File: src/rtl/input_vc_buffer.sv
// -----------------------------------------------------------------------------
// input_vc_buffer
//   Per-input-port virtual-channel flit buffer. Flits arriving on one link are
//   stored in one circular FIFO per VC. The first flit of each packet (a change
//   of id or req relative to the last flit accepted on that VC) is tagged with
//   a head bit. The head entry of every VC is presented to route compute and
//   switch allocation. Each dequeued flit returns one credit upstream.
//
// Ports
//   clk, n_rst        clock, asynchronous active-low reset
//   in_flit/in_valid  incoming flit and its valid strobe
//   in_vc             target VC of in_flit
//   pop[v]            allocator grant: dequeue the head of VC v
//   out_flit[v]       head flit of VC v
//   out_valid[v]      VC v non-empty
//   out_head[v]       out_flit[v] is the first flit of a packet
//   credit_return[v]  one-cycle pulse per flit dequeued from VC v
//   occupancy[v]      flits stored in VC v
//   overflow          sticky: a flit arrived for a full VC
// -----------------------------------------------------------------------------
package noc_pkg;
  typedef logic [3:0] pkt_id_t;
  typedef logic [3:0] node_id_t;
  typedef struct packed {
    pkt_id_t    id;
    node_id_t   req;
    logic [7:0] data;
  } flit_t;
endpackage

module input_vc_buffer
  import noc_pkg::*;
#(
  parameter int NUM_VCS = 2,
  parameter int DEPTH   = 4,
  parameter int VC_W    = (NUM_VCS > 1) ? $clog2(NUM_VCS) : 1,
  parameter int CNT_W   = $clog2(DEPTH + 1)
) (
  input  logic                             clk,
  input  logic                             n_rst,
  input  flit_t                            in_flit,
  input  logic                             in_valid,
  input  logic [VC_W-1:0]                  in_vc,
  input  logic [NUM_VCS-1:0]               pop,
  output flit_t [NUM_VCS-1:0]              out_flit,
  output logic  [NUM_VCS-1:0]              out_valid,
  output logic  [NUM_VCS-1:0]              out_head,
  output logic  [NUM_VCS-1:0]              credit_return,
  output logic  [NUM_VCS-1:0][CNT_W-1:0]   occupancy,
  output logic                             overflow
);

  localparam int PTR_W = (DEPTH > 1) ? $clog2(DEPTH) : 1;

  flit_t            mem_q      [NUM_VCS][DEPTH];
  logic [DEPTH-1:0] hd_q       [NUM_VCS];
  logic [PTR_W-1:0] rptr_q     [NUM_VCS];
  logic [PTR_W-1:0] rptr_d     [NUM_VCS];
  logic [PTR_W-1:0] wptr_q     [NUM_VCS];
  logic [PTR_W-1:0] wptr_d     [NUM_VCS];
  logic [CNT_W-1:0] cnt_q      [NUM_VCS];
  logic [CNT_W-1:0] cnt_d      [NUM_VCS];
  pkt_id_t          last_id_q  [NUM_VCS];
  pkt_id_t          last_id_d  [NUM_VCS];
  node_id_t         last_req_q [NUM_VCS];
  node_id_t         last_req_d [NUM_VCS];
  logic [NUM_VCS-1:0] last_vld_q, last_vld_d;
  logic [NUM_VCS-1:0] credit_q, credit_d;
  logic               ovf_q, ovf_d;
  logic [NUM_VCS-1:0] do_push, do_pop, new_head;

  // Circular pointer advance; DEPTH need not be a power of two.
  function automatic logic [PTR_W-1:0] ptr_inc(input logic [PTR_W-1:0] p);
    return (p == PTR_W'(DEPTH - 1)) ? '0 : p + 1'b1;
  endfunction

  always_comb begin
    ovf_d = ovf_q;
    for (int v = 0; v < NUM_VCS; v++) begin
      do_pop[v]  = pop[v] && (cnt_q[v] != '0);
      // A pop in the same cycle frees a slot, so a full VC still accepts.
      do_push[v] = in_valid && (in_vc == VC_W'(v)) &&
                   ((cnt_q[v] != CNT_W'(DEPTH)) || do_pop[v]);
      if (in_valid && (in_vc == VC_W'(v)) && !do_push[v])
        ovf_d = 1'b1;

      new_head[v] = !last_vld_q[v] || (in_flit.id != last_id_q[v]) ||
                    (in_flit.req != last_req_q[v]);

      rptr_d[v]     = do_pop[v]  ? ptr_inc(rptr_q[v]) : rptr_q[v];
      wptr_d[v]     = do_push[v] ? ptr_inc(wptr_q[v]) : wptr_q[v];
      last_vld_d[v] = last_vld_q[v] | do_push[v];
      last_id_d[v]  = do_push[v] ? in_flit.id  : last_id_q[v];
      last_req_d[v] = do_push[v] ? in_flit.req : last_req_q[v];
      credit_d[v]   = do_pop[v];

      case ({do_push[v], do_pop[v]})
        2'b10:   cnt_d[v] = cnt_q[v] + 1'b1;
        2'b01:   cnt_d[v] = cnt_q[v] - 1'b1;
        default: cnt_d[v] = cnt_q[v];
      endcase
    end
  end

  always_ff @(posedge clk or negedge n_rst) begin
    if (!n_rst) begin
      ovf_q      <= 1'b0;
      credit_q   <= '0;
      last_vld_q <= '0;
      for (int v = 0; v < NUM_VCS; v++) begin
        rptr_q[v]     <= '0;
        wptr_q[v]     <= '0;
        cnt_q[v]      <= '0;
        last_id_q[v]  <= '0;
        last_req_q[v] <= '0;
        hd_q[v]       <= '0;
        for (int e = 0; e < DEPTH; e++)
          mem_q[v][e] <= '0;
      end
    end else begin
      ovf_q      <= ovf_d;
      credit_q   <= credit_d;
      last_vld_q <= last_vld_d;
      for (int v = 0; v < NUM_VCS; v++) begin
        rptr_q[v]     <= rptr_d[v];
        wptr_q[v]     <= wptr_d[v];
        cnt_q[v]      <= cnt_d[v];
        last_id_q[v]  <= last_id_d[v];
        last_req_q[v] <= last_req_d[v];
        if (do_push[v]) begin
          mem_q[v][wptr_q[v]] <= in_flit;
          hd_q[v][wptr_q[v]]  <= new_head[v];
        end
      end
    end
  end

  // All outputs come straight from registers.
  always_comb begin
    for (int v = 0; v < NUM_VCS; v++) begin
      out_flit[v]  = mem_q[v][rptr_q[v]];
      out_head[v]  = hd_q[v][rptr_q[v]];
      out_valid[v] = (cnt_q[v] != '0);
      occupancy[v] = cnt_q[v];
    end
  end

  assign credit_return = credit_q;
  assign overflow      = ovf_q;

endmodule

File: config.mk
export PLATFORM = sky130hd
export DESIGN_NAME = input_vc_buffer
export DESIGN_NICKNAME = d
export VERILOG_FILES = /design/src/rtl/input_vc_buffer.sv
export SDC_FILE = /design/constraint.sdc
export NUM_CORES = 1
export LEC_CHECK = 0
export ABC_AREA = 1
export BUFFER_PORTS_ARGS = -buffer_cell sky130_fd_sc_hd__buf_2
export CAP_MARGIN = 20
export CORE_AREA = 2 2 125 127
export DETAILED_ROUTE_END_ITERATION = 6
export DIE_AREA = 0 0 127 129
export PLACE_DENSITY = 0.8
export SYNTH_ARGS = -nofsm -noshare
export SYNTH_HDL_FRONTEND = slang
export SYNTH_SLANG_ARGS = --single-unit
File: constraint.sdc
create_clock -name clk -period 2.1 [get_ports clk]
set_input_delay 0 -clock clk [delete_from_list [all_inputs] [get_ports clk]]
set_output_delay 0 -clock clk [all_outputs]
set_load 0.005 [all_outputs]
# Word-level counts from Yosys, hierarchy flattened
# Index checks and enable logic that the tools add are counted.
word_totals:
  register_bits: 171
  out_inout_bits: 45
  elab_cells: 137
classes:
  n_mux: 30
  n_eq_ne: 14
  order_cmp: 12
  bitwise: 7
  n_reduce_logical: 27
  add_sub_neg: 8
op_table:
  columns: ["operator", "n"]
  rows:
  - ["bitwise mux 64 bit", 2]
  - ["2-to-1 mux 16 bit", 6]
  - ["binary-select mux 16 bit (select 2 bit)", 2]
  - ["demux 16 bit (select 2 bit)", 2]
  - ["inequality test 4 bit", 4]
  - ["equality test 2 bit, second input constant", 6]
  - ["greater-or-equal comparator 3 bit, second input constant", 4]
  - ["logical AND 1 bit", 12]
  - ["less-than comparator 2 x 3 -> 1 bit, second input constant", 4]
  - ["inverter 2 -> 3 bit", 4]
  - ["one-hot mux 3 bit (2 select lines)", 2]
  - ["adder 2 x 1 -> 2 bit, second input constant", 4]
  - ["bitwise mux 4 bit", 2]
  - ["2-to-1 mux 2 bit", 4]
  - ["adder 3 x 1 -> 3 bit, second input constant", 2]
  - ["logical OR 1 bit", 6]
  - ["less-than comparator 3 x 1 -> 1 bit, second input constant", 2]
  - ["2-to-1 mux 1 bit", 6]
  - ["inequality test 3 bit, second input constant", 2]
  - ["nonzero test 2 bit", 3]
  - ["nonzero test 3 bit", 2]
  - ["subtractor 3 x 1 -> 3 bit, second input constant", 2]
  - ["binary-select mux 1 bit (select 2 bit)", 2]
  - ["demux 1 bit (select 2 bit)", 2]
  - ["other kinds (5)", 11]

# Logic depth before layout (Yosys ltp)
# Gate-level depths: netlist (run 1).
depth:
  depth_word: 8
  depth_mapped: 11
  depth_no_buf: 9

# Worst setup path before layout (run 1)
# OpenSTA, ideal clock, no wires.
synth_timing:
  kind: "reg2reg"
  start: "register cnt_q, in the netlist occupancy[4]"
  end: "register cnt_q, in the netlist occupancy[5]"
  setup_ns: 0.131
  path_slack_ns: 0.021
  period_less_slack_ns: 2.079
  path_stages_with_launch: 12
  arrival_ns: 1.948
  required_time_ns: 1.969
  cell_sequence: "dfrtp_1 -> nor2_2 -> nand3_2 -> nand3_2 -> buf_6 -> buf_2 -> ha_1 -> inv_1 -> fa_1 -> a21oi_1 -> o21ai_0 -> xor2_1"
synth_via:
  elab_chain_len: 6
  word_cells_on_any_way: 11
synth_rtl:
  columns: ["item", "line_no", "text"]
  rows:
  - ["start: declaration", "61", "logic [CNT_W-1:0] cnt_q [NUM_VCS];"]
  - ["start signal: indexed assignment", "127", "cnt_q[v] <= cnt_d[v];"]
  - ["nonzero test 3 bit", "80", "do_pop[v] = pop[v] && (cnt_q[v] != '0);"]
  - ["logical AND 1 bit", "80", null]
  - ["logical OR 1 bit", "83", "((cnt_q[v] != CNT_W'(DEPTH)) || do_pop[v]);"]
  - ["logical AND 1 bit", "82", "do_push[v] = in_valid && (in_vc == VC_W'(v)) &&"]
  - ["equality test 2 x 1 -> 1 bit / equality test 2 bit (equally long branches)", "97", "case ({do_push[v], do_pop[v]})"]
  - ["one-hot mux 3 bit (2 select lines) / nonzero test 2 bit (equally long branches)", null, null]
# Several ways; a longest one is shown, not always the timed one.
# A chain may end at the register's enable or synchronous reset.

# Worst setup path after layout (run 1)
layout_timing:
  start: "register cnt_q, in the netlist occupancy[1]"
  end: "register cnt_q, in the netlist occupancy[2]"
# The elaborated chain is that of the path after synthesis.

==> results of run 1 <==
final cells by class:
class | count | area, um^2 | share of cell area
timing repair buffer | 95 | 622 | 0.0688
multi-input combinational | 604 | 3000 | 0.332
clock inverter | 12 | 218 | 0.0241
clock buffer | 20 | 447 | 0.0494
tap | 188 | 235 | 0.0260
sequential | 171 | 4280 | 0.473
inverter | 60 | 233 | 0.0258
routing by layer:
| layer | vias up | track usage | share of wire |
|---|---|---|---|
| met5 | - | 0 | 0 |
| met4 | 0 | 0.0769 | 0.017 |
| met3 | 22 | 0.0412 | 0.052 |
| met2 | 223 | 0.389 | 0.48 |
| met1 | 3062 | 0.326 | 0.45 |
| li1 | 3035 | - | - |
worst max-delay path by stage:
stage,startpoint,endpoint,slack [ns]
finish,occupancy[1],occupancy[2],0.22
global route,occupancy[4],occupancy[5],0.01
CTS,occupancy[4],occupancy[5],0.18
detailed placement,occupancy[4],occupancy[5],0.18
global placement,occupancy[1],occupancy[2],0.26
floorplan,occupancy[4],occupancy[5],0.02
power groups by stage:
stage	Combinational, mW	Sequential [mW]	Clock [mW]
after floorplan	3.54	5.46	0
after global placement	5.00	5.60	0
after detailed placement	5.17	5.65	0
after CTS	5.26	5.63	3.55
after global routing	5.96	5.84	3.69
final	5.24	5.66	3.53
worst max-delay path, cell delays in order, from the launching register on:
cell and delay [ns]:
dfrtp_1 0.42, nor2_2 0.20, nand3_2 0.11, nand2_4 0.07, ha_1 0.13, inv_1 0.07
fa_1 0.37, a21oi_1 0.14, o21ai_0 0.11, xor2_1 0.15
per-stage QoR:
step / util / cells
floorplan: - / 888
global placement: 0.551 / 1106
detailed placement: 0.551 / 1106
CTS: 0.603 / 1150
global route: 0.603 / 1150
finish: 0.603 / 1150
state kept, by name, indices dropped and copies added (netlist names):
name	flops
credit_return	2
last_req_q	8
overflow	1
occupancy	6
last_id_q	8
wptr_q	4
rptr_q	4
hd_q	8
last_vld_q	2
mem_q	128
placed cells by master, fill, tap and decap left out:
cell type | Yosys | routed
clkinv_2 | 0 | 4
inv_4 | 1 | 1
o211ai_1 | 1 | 1
inv_2 | 1 | 1
buf_12 | 2 | 3
o21ai_2 | 16 | 16
nand3_2 | 3 | 3
clkbuf_1 | 20 | 2
buf_6 | 20 | 1
dfrtp_1 | 171 | 171
o21bai_1 | 4 | 4
buf_4 | 3 | 14
inv_6 | 1 | 2
nand2_4 | 8 | 8
a21oi_1 | 6 | 6
fa_1 | 2 | 2
nand3_1 | 3 | 3
o21ai_0 | 196 | 196
o21ai_1 | 12 | 12
clkbuf_16 | 0 | 17
xnor2_1 | 2 | 2
nor2_4 | 2 | 3
clkbuf_8 | 0 | 1
inv_1 | 57 | 57
or2_2 | 1 | 1
dlygate4sd3_1 | 0 | 12
buf_2 | 8 | 65
nor2_2 | 2 | 1
ha_1 | 12 | 12
bufinv_16 | 0 | 6
nand4_1 | 1 | 1
xor2_1 | 5 | 5
o22ai_1 | 34 | 34
nand2_1 | 217 | 217
nor2_1 | 77 | 77
clkinv_4 | 0 | 1
kinds of logic after synthesis:
logic type               count (synthesis)
adder cells (fa/ha/maj)                 14
XOR/XNOR                                 7
AND/OR/NAND/NOR                        314
AO/OA/AOI/OAI                          269
buffers and inverters                  113
flip-flops                             171
repair_timing:
item | in CTS | in global routing
hold endpoints to repair | 159 | 0
hold buffers | 12 | 0
resized for setup | 0 | 1
endpoints found under the setup margin | 0 | 1
==> flow_metrics.py, run 1 <==
metrics = {
    "yosys": {
        "ys_warn_count": 0,
        "synth-simple-area-share": 0.163,
        "ys_seq_elements": 171,
        "synth_ff_type": "dfrtp_1",
        "synth_top_family_by_area": "compound AO/OA/AOI/OAI gates",
        "synth_edf_count": 0,
        "synth.mux.area_fraction": 0,
        "mappedNetlistArea_um2": 7910,
        "synth_fa_ha_area_frac": 0.0240,
        "synthArstFlopShare": 1.00,
        "yosysUniqueCellTypes": 30,
        "synth_compound_area_frac": 0.185,
        "ys_seq_area_frac": 0.541,
        "synth_xor_area_frac": 0.00775,
        "syn_avg_cell_area_um2": 8.91,
        "synth_nets": 924,
        "post_synth_main_area_contributors": "dfrtp_1 (54%), o21ai_0 (12%), nand2_1 (10%)",
        "synth_most_common_cell": "nand2_1",
        "synthTopCellsByCount": "nand2_1 (217), o21ai_0 (196), dfrtp_1 (171)",
        "syn_inst": 888,
        "yosysTopAreaCell": "dfrtp_1",
        "synth_top_area_share": 0.541,
    },
    "power_and_ir_drop": {
        "power_mw": 14.4,
        "pwr-share-comb": 0.363,
        "seqPwrFrac": 0.392,
        "sw_frac_of_total": 0.363,
        "ir_worst_vdd_uv": 897,
        "p_int_mw": 9.18,
        "power_frac_clock": 0.245,
        "cellLeakagePower_nw": 4.49,
        "switchingPower_mw": 5.24,
        "p_per_area_nw_per_um2": 1600,
    },
    "run": {
        "maxCapViolCount": 0,
    },
    "critical_path": {
        "r2r_end": "occupancy[2]",
        "crit_required_ns": 2.41,
        "cp_max_fo": 4,
        "regToRegSetupSlack_ns": 0.22,
        "rr_worst_depth": 9,
        "crit_type": "reg2reg",
        "cp-end-kind": "flop",
        "cp.arrival_ns": 2.19,
        "start_kind": "flop",
        "regToRegStartpoint": "occupancy[1]",
    },
    "sta": {
        "hold_viol": 0,
        "setup_violations": 0,
        "min_period_over_period": 0.897,
        "fmax_mhz": 531,
        "rsz0062_at_grt": "no",
        "worst_slew_pin_slew_ns": 0.573,
        "slew-limit-headroom": 0.618,
        "fin_ws_ns": 0.216,
        "fin_hold_ws_ns": 0.0253,
        "post-route-min-period_ns": 1.88,
        "fin_tns_setup_ns": 0,
        "drv_slew": 0,
        "skew_ns": 0.0103,
    },
    "clock_network": {
        "cts_tree": "built",
        "cts_sinks": 171,
        "cts_max_path_buffers": 2,
        "clk-insertion-delay-late_ns": 0.43,
        "cts_buffers": 17,
        "cts-root-buf": "clkbuf_16",
        "post_cts_buffers": 0,
        "htreeDepth": 4,
        "clk_pin_slew_worst_paths_ns": 0.06,
    },
    "grt": {
        "first_global_vias": 6143,
        "grt_overflow": 0,
        "antenna_found_initial": 0,
        "grt_max_degree": 56,
        "grt_usage": 0.237,
        "grt_pass1_wl_um": 30700,
    },
    "run_status": {
        "status": "finished, final reports clean",
    },
    "die": {
        "core_um2": 15000,
        "placementRows": 45,
        "ios": 67,
        "die_w_um": 127,
        "start_util": 0.528,
        "die_area_um2": 16400,
        "die_h_um": 129,
    },
    "worst_hold_path": {
        "worstHoldStart": "in_flit[3]",
        "hold_path.class": "in2reg",
        "min_path_cells": 3,
        "min_to": "mem_q[67]",
    },
    "detailed_routing": {
        "wl_per_cell_um": 15.9,
        "finalWirelength_um": 18300,
        "vias": 6342,
        "ant_nets": 0,
        "dr.pass1.iters": 6,
        "initialDrtViolationCount": 606,
        "drc": 0,
        "vias_per_cell": 5.51,
    },
    "place": {
        "dp_hpwl_um": 11300,
        "placed_cell_area_um2": 8250,
        "io_buffers": 66,
        "place_ws_ns": 0.177,
        "gp_congestion": 0.812,
    },
    "final_layout": {
        "finalInstanceArea_um2": 9040,
        "fill_cells": 1281,
        "layout-drive-gt1-share": 0.154,
        "finalNetCount": 985,
        "synthToLayoutAreaGrowth_pct": 14.2,
        "antennaDiodeCount": 0,
    },
}
(Power assumes the default switching activity.)
==> run 2, diff against run 1 <==
==> constraint.sdc (replaced) <==
create_clock -name clk -period 1.65 [get_ports clk]
set_input_delay 0 -clock clk [delete_from_list [all_inputs] [get_ports clk]]
set_output_delay 0 -clock clk [all_outputs]
set_load 0.005 [all_outputs]
==> run 2 against run 1 <==
  * Final area is 8.3% higher
  * Non-clock buffer count is 44 higher
  * Register-to-register slack worse by 0.31 ns
  * The flow now finishes with violations (setup timing)
  * Flip-flop and latch count is the same
  * Via count rose by 4.4%
  * Global-route usage grew 0.97 points
  * Power grew 34%
  * Clock skew is 0.0038 ns lower
  * Fmax increased by 8.3%
  * Largest cell class unchanged
  * Critical path type unchanged
==> flow_metrics.py, run 2 (synthesized netlist as in run 1, its figures left out) <==
metrics = {
    "die": {
        "ios": 67,
        "die_w_um": 127,
        "die_h_um": 129,
        "core_um2": 15000,
        "die_area_um2": 16400,
        "placementRows": 45,
        "start_util": 0.528,
    },
    "final_layout": {
        "finalNetCount": 1030,
        "fill_cells": 1174,
        "final_util": 0.653,
        "layout-drive-gt1-share": 0.222,
        "antennaDiodeCount": 0,
        "finalInstanceArea_um2": 9780,
        "synthToLayoutAreaGrowth_pct": 23.6,
        "final_cell_mix": "nand2_1 (217), o21ai_0 (178), dfrtp_1 (168)",
        "largest_reg_flops": 128,
        "regMostFlops": "mem_q",
        "layout_commonest_cell": "nand2_1",
    },
    "grt": {
        "antenna_found_initial": 0,
        "grt_overflow": 0,
        "grt_max_degree": 53,
        "first_global_vias": 6561,
        "grt_pass1_wl_um": 31800,
        "grt_usage": 0.247,
    },
    "sta": {
        "slew-limit-headroom": 0.665,
        "fin_ws_ns": -0.0906,
        "post-route-min-period_ns": 1.74,
        "fin_hold_ws_ns": 0.00461,
        "drv_slew": 0,
        "setup_violations": 2,
        "fmax_mhz": 575,
        "fin_tns_setup_ns": -0.180,
        "hold_viol": 0,
        "min_period_over_period": 1.05,
        "rsz0062_at_grt": "yes",
        "worst_slew_pin_slew_ns": 0.502,
        "skew_ns": 0.00653,
    },
    "clock_network": {
        "htreeDepth": 4,
        "cts_buffers": 17,
        "cts_tree": "built",
        "cts-root-buf": "clkbuf_16",
        "clk_pin_slew_worst_paths_ns": 0.06,
        "cts_sinks": 171,
        "clk-insertion-delay-late_ns": 0.43,
        "cts_max_path_buffers": 2,
    },
    "detailed_routing": {
        "vias": 6620,
        "finalWirelength_um": 19900,
        "dr.pass1.iters": 5,
        "ant_nets": 0,
        "initialDrtViolationCount": 607,
        "vias_per_cell": 5.54,
        "wl_per_cell_um": 16.6,
        "drc": 0,
    },
    "power_and_ir_drop": {
        "p_per_area_nw_per_um2": 1980,
        "cellLeakagePower_nw": 4.80,
        "ir_worst_vdd_uv": 1080,
    },
    "critical_path": {
        "start_kind": "flop",
        "path_cells": "nor2_4, nand3_2, nand3_2, ha_4, inv_2, fa_2, a21oi_2, o21ai_2, xor2_1",
        "crit_required_ns": 1.95,
        "cp_max_fo": 3,
        "rr_worst_depth": 9,
        "crit_top_cell": "nand3_2",
        "cp.arrival_ns": 2.05,
        "cp_slowest_stage_delay_ns": 0.41,
        "crit_type": "reg2reg",
        "cp-end-kind": "flop",
        "critPathSlowestCell": "dfrtp_1",
    },
    "worst_hold_path": {
        "min_path_cells": 4,
        "hold_path.class": "in2reg",
    },
    "run": {
        "maxCapViolCount": 0,
    },
    "run_status": {
        "status": "finished, violations left",
        "violations": "setup timing",
    },
    "place": {
        "place_ws_ns": -0.126,
        "gp_congestion": 0.798,
        "dp_hpwl_um": 12300,
        "io_buffers": 66,
        "placed_cell_area_um2": 8700,
    },
}
## run 2: cell types whose count changed in the layout (fill, tap and decap cells not counted), moves of 5 or more
cell     previous run  this run
o22ai_1            34        27
o22ai_2             0         7
o21ai_1            12        26
buf_12              3        20
inv_1              57        51
buf_6               1         6
buf_4              14        33
o21ai_0           196       178
## run 2: final cells by class
class	count	area, um^2	share of cell area
Clock buffer	22	484	0.0495
Clock inverter	10	114	0.0116
Inverter	60	255	0.0261
Multi-Input combinational cell	604	3150	0.322
Sequential cell	171	4280	0.438
Tap cell	188	235	0.0240
Timing Repair Buffer	139	1260	0.128
Timing Repair inverter	1	7.51	0.000767
## run 2: routing by layer
metal  wire length, um  vias up  GRT usage
li1                  -     3121          -
met1              8350     3235      0.334
met2             10000      239      0.411
met3              1230       25     0.0511
met4               296        0     0.0692
met5                 0        -          0
## run 2: path summary, 6_finish.rpt
kind                                from       endpoint  slack (ns)
min reg2reg                last_vld_q[1]  last_vld_q[1]        0.46
max in group asynchronous          n_rst      mem_q[36]        0.91
max reg2reg                 occupancy[3]   occupancy[5]       -0.09
min                                in_vc       overflow       0.005
max                         occupancy[3]   occupancy[5]       -0.09
min in group asynchronous          n_rst  last_req_q[5]        0.10
## run 2: worst max-delay path, delay by kind of cell (launching register included)
family,cells,cell delay [ns]
compound gates,2,0.21
simple gates,3,0.35
xor+xnor,1,0.14
buf+inv,1,0.04
fa+ha+maj,2,0.49
flops,1,0.41
## run 2: stage by stage
step                      instances  power (mW)
after global placement         1139        14.0
after global routing           1195        20.9
after CTS                      1184        18.6
after floorplan                 888        11.5
final                          1195        19.4
after detailed placement       1139        14.3
## run 2: power by group
part	switching, mW	total (mW)	internal (mW)	leakage (nW)
Sequential	1.12	7.22	6.10	2.11
Combinational	4.47	8.14	3.66	2.39
Clock	1.64	4.03	2.39	0.296
## run 2: repair_timing
action,in CTS,in global routing
pin swaps,5,10
setup buffers,3,7
hold buffers,10,0
gates cloned,0,5
hold endpoints to repair,189,0
endpoints found under the setup margin,35,137
gates resized for setup,14,54
